===== config.mk =====
export PLATFORM = sky130hd
export DESIGN_NAME = pipe_hazard_ctrl
export DESIGN_NICKNAME = d
export VERILOG_FILES = /design/src/rtl/hazard_pkg.sv /design/src/rtl/msb_fill.sv /design/src/rtl/pipe_hazard_ctrl.sv
export SDC_FILE = /design/constraint.sdc
export NUM_CORES = 1
export LEC_CHECK = 0
export ABC_AREA = 0
export CAP_MARGIN = 20
export CORE_ASPECT_RATIO = 1.4
export CORE_MARGIN = 5
export CORE_UTILIZATION = 48
export DETAILED_ROUTE_END_ITERATION = 10
export PLACE_DENSITY = 0.81
export RECOVER_POWER = 100
export SETUP_SLACK_MARGIN = 0.4
export SLEW_MARGIN = 40
export SYNTH_ARGS = -nofsm -noshare
export SYNTH_HDL_FRONTEND = slang
export SYNTH_SLANG_ARGS = --single-unit

===== constraint.sdc =====
create_clock -name clk_i -period 3.82 [get_ports clk_i]
set_clock_uncertainty 0.15 [all_clocks]
set_input_delay 0.573 -clock clk_i [delete_from_list [all_inputs] [get_ports clk_i]]
set_output_delay 0.573 -clock clk_i [all_outputs]
set_load 0.01 [all_outputs]

===== src/rtl/hazard_pkg.sv =====
// Shared types and helpers for the pipeline hazard controller.
package hazard_pkg;

  typedef enum logic [1:0] {
    HZ_IDLE  = 2'd0,
    HZ_PEND  = 2'd1,
    HZ_FLUSH = 2'd2
  } hz_state_e;

  localparam logic HZ_EN  = 1'b1;
  localparam logic HZ_DIS = 1'b0;

  // Width of a per-stage bus (one bit per pipeline stage).
  function automatic int unsigned stall_bus_w(input int unsigned stages);
    return stages;
  endfunction

  // Width needed to name a stage index.
  function automatic int unsigned src_w(input int unsigned stages);
    return (stages > 1) ? $clog2(stages) : 1;
  endfunction

endpackage


===== src/rtl/msb_fill.sv =====
// Highest-set-bit to thermometer fill: out[i] = OR of in[Width-1:i].
module msb_fill #(
  parameter int unsigned Width = 5
) (
  input  logic [Width-1:0] req_i,
  output logic [Width-1:0] fill_o
);

  logic acc;

  always_comb begin
    acc    = 1'b0;
    fill_o = '0;
    for (int i = Width - 1; i >= 0; i--) begin
      acc       = acc | req_i[i];
      fill_o[i] = acc;
    end
  end

endmodule


===== src/rtl/pipe_hazard_ctrl.sv =====
// N-stage hazard controller: freeze mask, bubbles, flush sequencing, stall watchdog.
// Optional perf counters are built when STALL_PERF_EN is defined.
module pipe_hazard_ctrl
  import hazard_pkg::*;
#(
  parameter int unsigned STAGES     = 5,
  parameter int unsigned FLUSH_HOLD = 1,
  parameter int unsigned WDOG_LIMIT = 1024,
  parameter int unsigned CNT_W      = 16
) (
  input  logic                             clk_i,
  input  logic                             rst_i,
  input  logic                             rdy_i,
  input  logic [stall_bus_w(STAGES)-1:0]   stall_req_i,
  input  logic                             flush_req_i,
  input  logic [src_w(STAGES)-1:0]         flush_src_i,
  output logic [stall_bus_w(STAGES)-1:0]   stall_o,
  output logic [stall_bus_w(STAGES)-1:0]   bubble_o,
  output logic [stall_bus_w(STAGES)-1:0]   flush_o,
  output logic                             flush_busy_o,
  output logic                             stall_timeout_o,
  output logic [CNT_W-1:0]                 perf_stall_cycles_o,
  output logic [CNT_W-1:0]                 perf_flush_cnt_o
);

  localparam int unsigned SrcW  = src_w(STAGES);
  localparam int unsigned HoldW = $clog2(FLUSH_HOLD + 1);

`ifdef STALL_PERF_EN
  localparam logic PerfEn = HZ_EN;
`else
  localparam logic PerfEn = HZ_DIS;
`endif

  hz_state_e        state_q, state_d;
  logic [SrcW-1:0]  pend_src_q, pend_src_d;
  logic [SrcW-1:0]  act_src_q, act_src_d;
  logic [HoldW-1:0] hold_q, hold_d;
  logic [CNT_W-1:0] wdog_q, wdog_d;
  logic             timeout_q, timeout_d;

  logic [STAGES-1:0] req_eff, fill;
  logic [SrcW-1:0]   cur_src;
  logic              accept, issue, any_stall;

  // Flush is purely a function of registered state, so the freeze mask has no loop through it.
  always_comb begin
    flush_o = '0;
    for (int unsigned k = 0; k < STAGES; k++) begin
      flush_o[k] = (state_q == HZ_FLUSH) && (k < 32'(act_src_q));
    end
  end

  assign req_eff = stall_req_i & ~flush_o;

  msb_fill #(
    .Width(STAGES)
  ) u_msb_fill (
    .req_i (req_eff),
    .fill_o(fill)
  );

  always_comb begin
    if (rst_i) begin
      stall_o = '0;
    end else if (!rdy_i) begin
      stall_o = '1;
    end else begin
      stall_o = fill;
    end
  end

  assign bubble_o     = {stall_o[STAGES-2:0] & ~stall_o[STAGES-1:1], 1'b0};
  assign any_stall    = |stall_o;
  assign flush_busy_o = (state_q != HZ_IDLE);

  always_comb begin
    state_d    = state_q;
    pend_src_d = pend_src_q;
    act_src_d  = act_src_q;
    hold_d     = hold_q;
    issue      = 1'b0;
    cur_src    = (state_q == HZ_PEND) ? pend_src_q : act_src_q;
    // A younger source than the current one is already covered by the flush in progress.
    accept     = flush_req_i && ((state_q == HZ_IDLE) || (flush_src_i > cur_src));
    if (rdy_i) begin
      if (accept) begin
        if (!stall_o[flush_src_i]) begin
          state_d   = HZ_FLUSH;
          act_src_d = flush_src_i;
          hold_d    = HoldW'(FLUSH_HOLD);
          issue     = 1'b1;
        end else begin
          state_d    = HZ_PEND;
          pend_src_d = flush_src_i;
        end
      end else if (state_q == HZ_PEND) begin
        if (!stall_o[pend_src_q]) begin
          state_d   = HZ_FLUSH;
          act_src_d = pend_src_q;
          hold_d    = HoldW'(FLUSH_HOLD);
          issue     = 1'b1;
        end
      end else if (state_q == HZ_FLUSH) begin
        hold_d = hold_q - HoldW'(1);
        if (hold_q == HoldW'(1)) begin
          state_d = HZ_IDLE;
        end
      end
    end
  end

  always_comb begin
    wdog_d    = wdog_q;
    timeout_d = timeout_q;
    if (rdy_i) begin
      if (any_stall) begin
        wdog_d = (&wdog_q) ? wdog_q : wdog_q + CNT_W'(1);
      end else begin
        wdog_d = '0;
      end
      if (wdog_d >= CNT_W'(WDOG_LIMIT)) begin
        timeout_d = 1'b1;
      end
    end
  end

  always_ff @(posedge clk_i) begin
    if (rst_i) begin
      state_q    <= HZ_IDLE;
      pend_src_q <= '0;
      act_src_q  <= '0;
      hold_q     <= '0;
      wdog_q     <= '0;
      timeout_q  <= 1'b0;
    end else begin
      state_q    <= state_d;
      pend_src_q <= pend_src_d;
      act_src_q  <= act_src_d;
      hold_q     <= hold_d;
      wdog_q     <= wdog_d;
      timeout_q  <= timeout_d;
    end
  end

  assign stall_timeout_o = timeout_q;

  if (PerfEn) begin : g_perf
    logic [CNT_W-1:0] perf_stall_q, perf_flush_q;

    always_ff @(posedge clk_i) begin
      if (rst_i) begin
        perf_stall_q <= '0;
        perf_flush_q <= '0;
      end else if (rdy_i) begin
        if (any_stall && !(&perf_stall_q)) begin
          perf_stall_q <= perf_stall_q + CNT_W'(1);
        end
        if (issue && !(&perf_flush_q)) begin
          perf_flush_q <= perf_flush_q + CNT_W'(1);
        end
      end
    end

    assign perf_stall_cycles_o = perf_stall_q;
    assign perf_flush_cnt_o    = perf_flush_q;
  end else begin : g_no_perf
    logic unused_issue;
    assign unused_issue        = issue;
    assign perf_stall_cycles_o = '0;
    assign perf_flush_cnt_o    = '0;
  end

endmodule


==> flow_metrics.env <==
export IMPL_hold_violations=0
export IMPL_clock_latency_ns=0.28
export IMPL_boundaryPins=61
export IMPL_r2r_slack_ns=0.57
export IMPL_final_setup_viol_count=0
export IMPL_drive_gt1_share_pct=7.51
export IMPL_gr_usage_all_layers_pct=16.6
export IMPL_synth_seq_cells=26
export IMPL_dp_hpwl_mm=3.69
export IMPL_avgViaCountPerCell=5.75
export IMPL_mostFrequentLayoutCell="nor2_1"
export IMPL_cts_max_level=1
export IMPL_diodes=0
export IMPL_busiest_layer="met2"
export IMPL_area_growth_synth_to_final_pct=9.70
export IMPL_gp_congestion=0.892
export IMPL_slew_limit_headroom_pct=54.2
export IMPL_fin_tns_setup_ns=0
export IMPL_cts_sinks=26
export IMPL_post_dp_cell_area_um2=2240
export IMPL_ir_drop_mv=0.178
export IMPL_path_max_fanout=6
export IMPL_wl_per_cell_um=14.4
export IMPL_drc_errors=0
export IMPL_holdBufCountCts=0
export IMPL_layout_common_cells="nor2_1 (35), conb_1 (33), dfxtp_1 (26), nand2_1 (22)"
export IMPL_final_cell_area_um2=2280
export IMPL_drv_cap=0
export IMPL_worst_setup_path_end_kind="output pin"
export IMPL_seq_area_um2=520
export IMPL_synth_avg_cell_area_um2=7.75
export IMPL_power_density_nw_per_um2=298
export IMPL_grt_overflow_total=0
export IMPL_via_count=1942
export IMPL_use_met2_pct=30.1
export IMPL_drtIter0Drc=181
export IMPL_worstSetupStartpointType="primary input"
export IMPL_post_cts_buffers=0
export IMPL_cts_buffer_depth=2
export IMPL_p_leak_nw=0.914
export IMPL_r2r_start="state_q[0]$_SDFFE_PP0P_"
export IMPL_fillCellCount=400
export IMPL_portBuffers=27
export IMPL_min_to="stall_timeout_o$_SDFFE_PP0P_"
export IMPL_detail_route_antenna_nets=0
export IMPL_cts_tree="done"
export IMPL_post_cts_resized=0
export IMPL_grt_pass1_vias=1746
export IMPL_final_util_pct=54.2
export IMPL_ys_seq_area_share_pct=25.1
export IMPL_fin_crit_ns=3.52
export IMPL_routed_wl_mm=4.87
export IMPL_path_class="primary input to output pin"
export IMPL_arrival_ns=2.80
export IMPL_critPathRequiredTime_ns=3.10
export IMPL_die_area_um2=5760
export IMPL_ys_warn_count=0
export IMPL_multiInputGateArea_um2=1290
export IMPL_max_slew_worst_pin_slew_ns=0.684
export IMPL_die_x_um=65.6
export IMPL_start_util_pct=49.4
export IMPL_numCtsBuffers=3
export IMPL_total_power_uw=679
export IMPL_fp_row_count=28
export IMPL_root_buffer="clkbuf_8"
export IMPL_antenna_found_initial=0
export IMPL_slew_viol_final=0
export IMPL_syn_inst=268
export IMPL_syn_cell_area_um2=2080
export IMPL_run_status="completed"
export IMPL_grt_use_met1_pct=20.0
export IMPL_die_h_um=87.8
export IMPL_grt_setup_unrepaired="no"
export IMPL_hold_slack_ns=0.338
export IMPL_rr_endpoint="act_src_q[0]$_SDFFE_PP0P_"
export IMPL_clkTransAtPathRegs_ns=0.10
export IMPL_core_area_um2=4200
export IMPL_final_nets=310
export IMPL_grtUsageMet3_pct=1.80
export IMPL_hp_start="stall_timeout_o$_SDFFE_PP0P_"
export IMPL_reg2reg_depth=11
export IMPL_timing_fmax_mhz=284
export IMPL_holdPathStages=1
export IMPL_dr_pass1_iters=5
export IMPL_finalCritPeriodShare_pct=92.2
export IMPL_grt_pass1_wl_mm=7.76
export IMPL_yosysUniqueCellTypes=47
export IMPL_grt_max_degree=23
export IMPL_hp_class="register to register"
## report_power, final
group | switching [mW] | total, mW | internal (mW)
Clock | 0.0868 | 0.227 | 0.140
Combinational | 0.0986 | 0.158 | 0.0590
Sequential | 0.0134 | 0.294 | 0.281
## cell usage after synthesis (all sizes together)
cell	number	area [um2]
a311oi	2	17.5
o211ai	2	20.0
a2111oi	2	30.0
ha	4	50.1
xor2	9	78.8
nor2b	2	12.5
and3	4	26.3
o31ai	2	15.0
dfxtp	26	521
a41oi	2	17.5
buf	34	259
a211oi	6	45.0
nand2b	4	25.0
nor2	35	131
nand2	23	93.8
mux2	2	22.5
o221ai	3	32.5
a21oi	16	80.1
nand4	6	43.8
nor3b	1	7.51
a31oi	6	52.6
a21o	1	7.51
nand3b	1	7.51
inv	14	52.6
and4	2	17.5
nor3	10	50.1
a221oi	1	26.3
or2	4	25.0
o311ai	3	61.3
clkbuf	7	46.3
o41ai	2	17.5
mux2i	1	10.0
o21a	3	30.0
o21ai	15	75.1
and2b	1	10.0
conb	1	3.75
nand3	11	55.1
## flip-flops by register name (all words and copies together) (netlist names)
signal	count
wdog_q	16
act_src_q	3
pend_src_q	3
state_q	2
hold_q	1
stall_timeout_o	1
## per-layer routing
layer	vias to the layer above	wire, um
li1	932	-
met1	889	1960
met2	103	2470
met3	18	322
met4	0	113
met5	-	0
## layout make-up
class	count	area share (%)
flip-flops and latches	26	22.8
clock buffers	3	1.81
repair buffers	30	12.7
inverters	14	2.31
clock inverters	1	1.32
multi-input cells	219	56.6
well taps	45	2.47
## worst max-delay path, cell delays in order
cell and delay [ns]:
dlygate4sd3_1 0.61, and2b_4 0.21, a221oi_4 0.28, and3_2 0.23, nand2_1 0.06, nand2_1 0.12
inv_1 0.10, dlygate4sd3_1 0.62
## cells by family after synthesis
| group | share of synthesized area, % |
|---|---|
| buffers and inverters | 17.2 |
| adder cells (fa/ha/maj) | 2.41 |
| multiplexers | 1.57 |
| other | 0.181 |
| flip-flops | 25.1 |
| XOR/XNOR | 3.80 |
| AO/OA/AOI/OAI | 25.4 |
| AND/OR/NAND/NOR | 24.3 |
## per-stage QoR
step	worst slack, ns	std cells
after floorplan	1.14	300
after CTS	0.493	338
after detailed placement	0.426	334
after global routing	0.226	338
final	0.299	338
after global placement	0.426	334
## how the worst max path moves through the flow
stage | slack, ns | end | startpoint
4_1_cts | 0.49 | bubble_o[1] | stall_req_i[2]
3_3_place_gp | 0.43 | act_src_q[1]$_SDFFE_PP0P_ | flush_src_i[1]
2_1_floorplan | 1.14 | act_src_q[0]$_SDFFE_PP0P_ | state_q[0]$_SDFFE_PP0P_
5_1_grt | 0.23 | stall_o[0] | stall_req_i[2]
3_5_place_dp | 0.43 | act_src_q[0]$_SDFFE_PP0P_ | flush_src_i[1]
6_report | 0.30 | stall_o[0] | stall_req_i[2]
No activity file was read; power rests on OpenSTA's default activity.
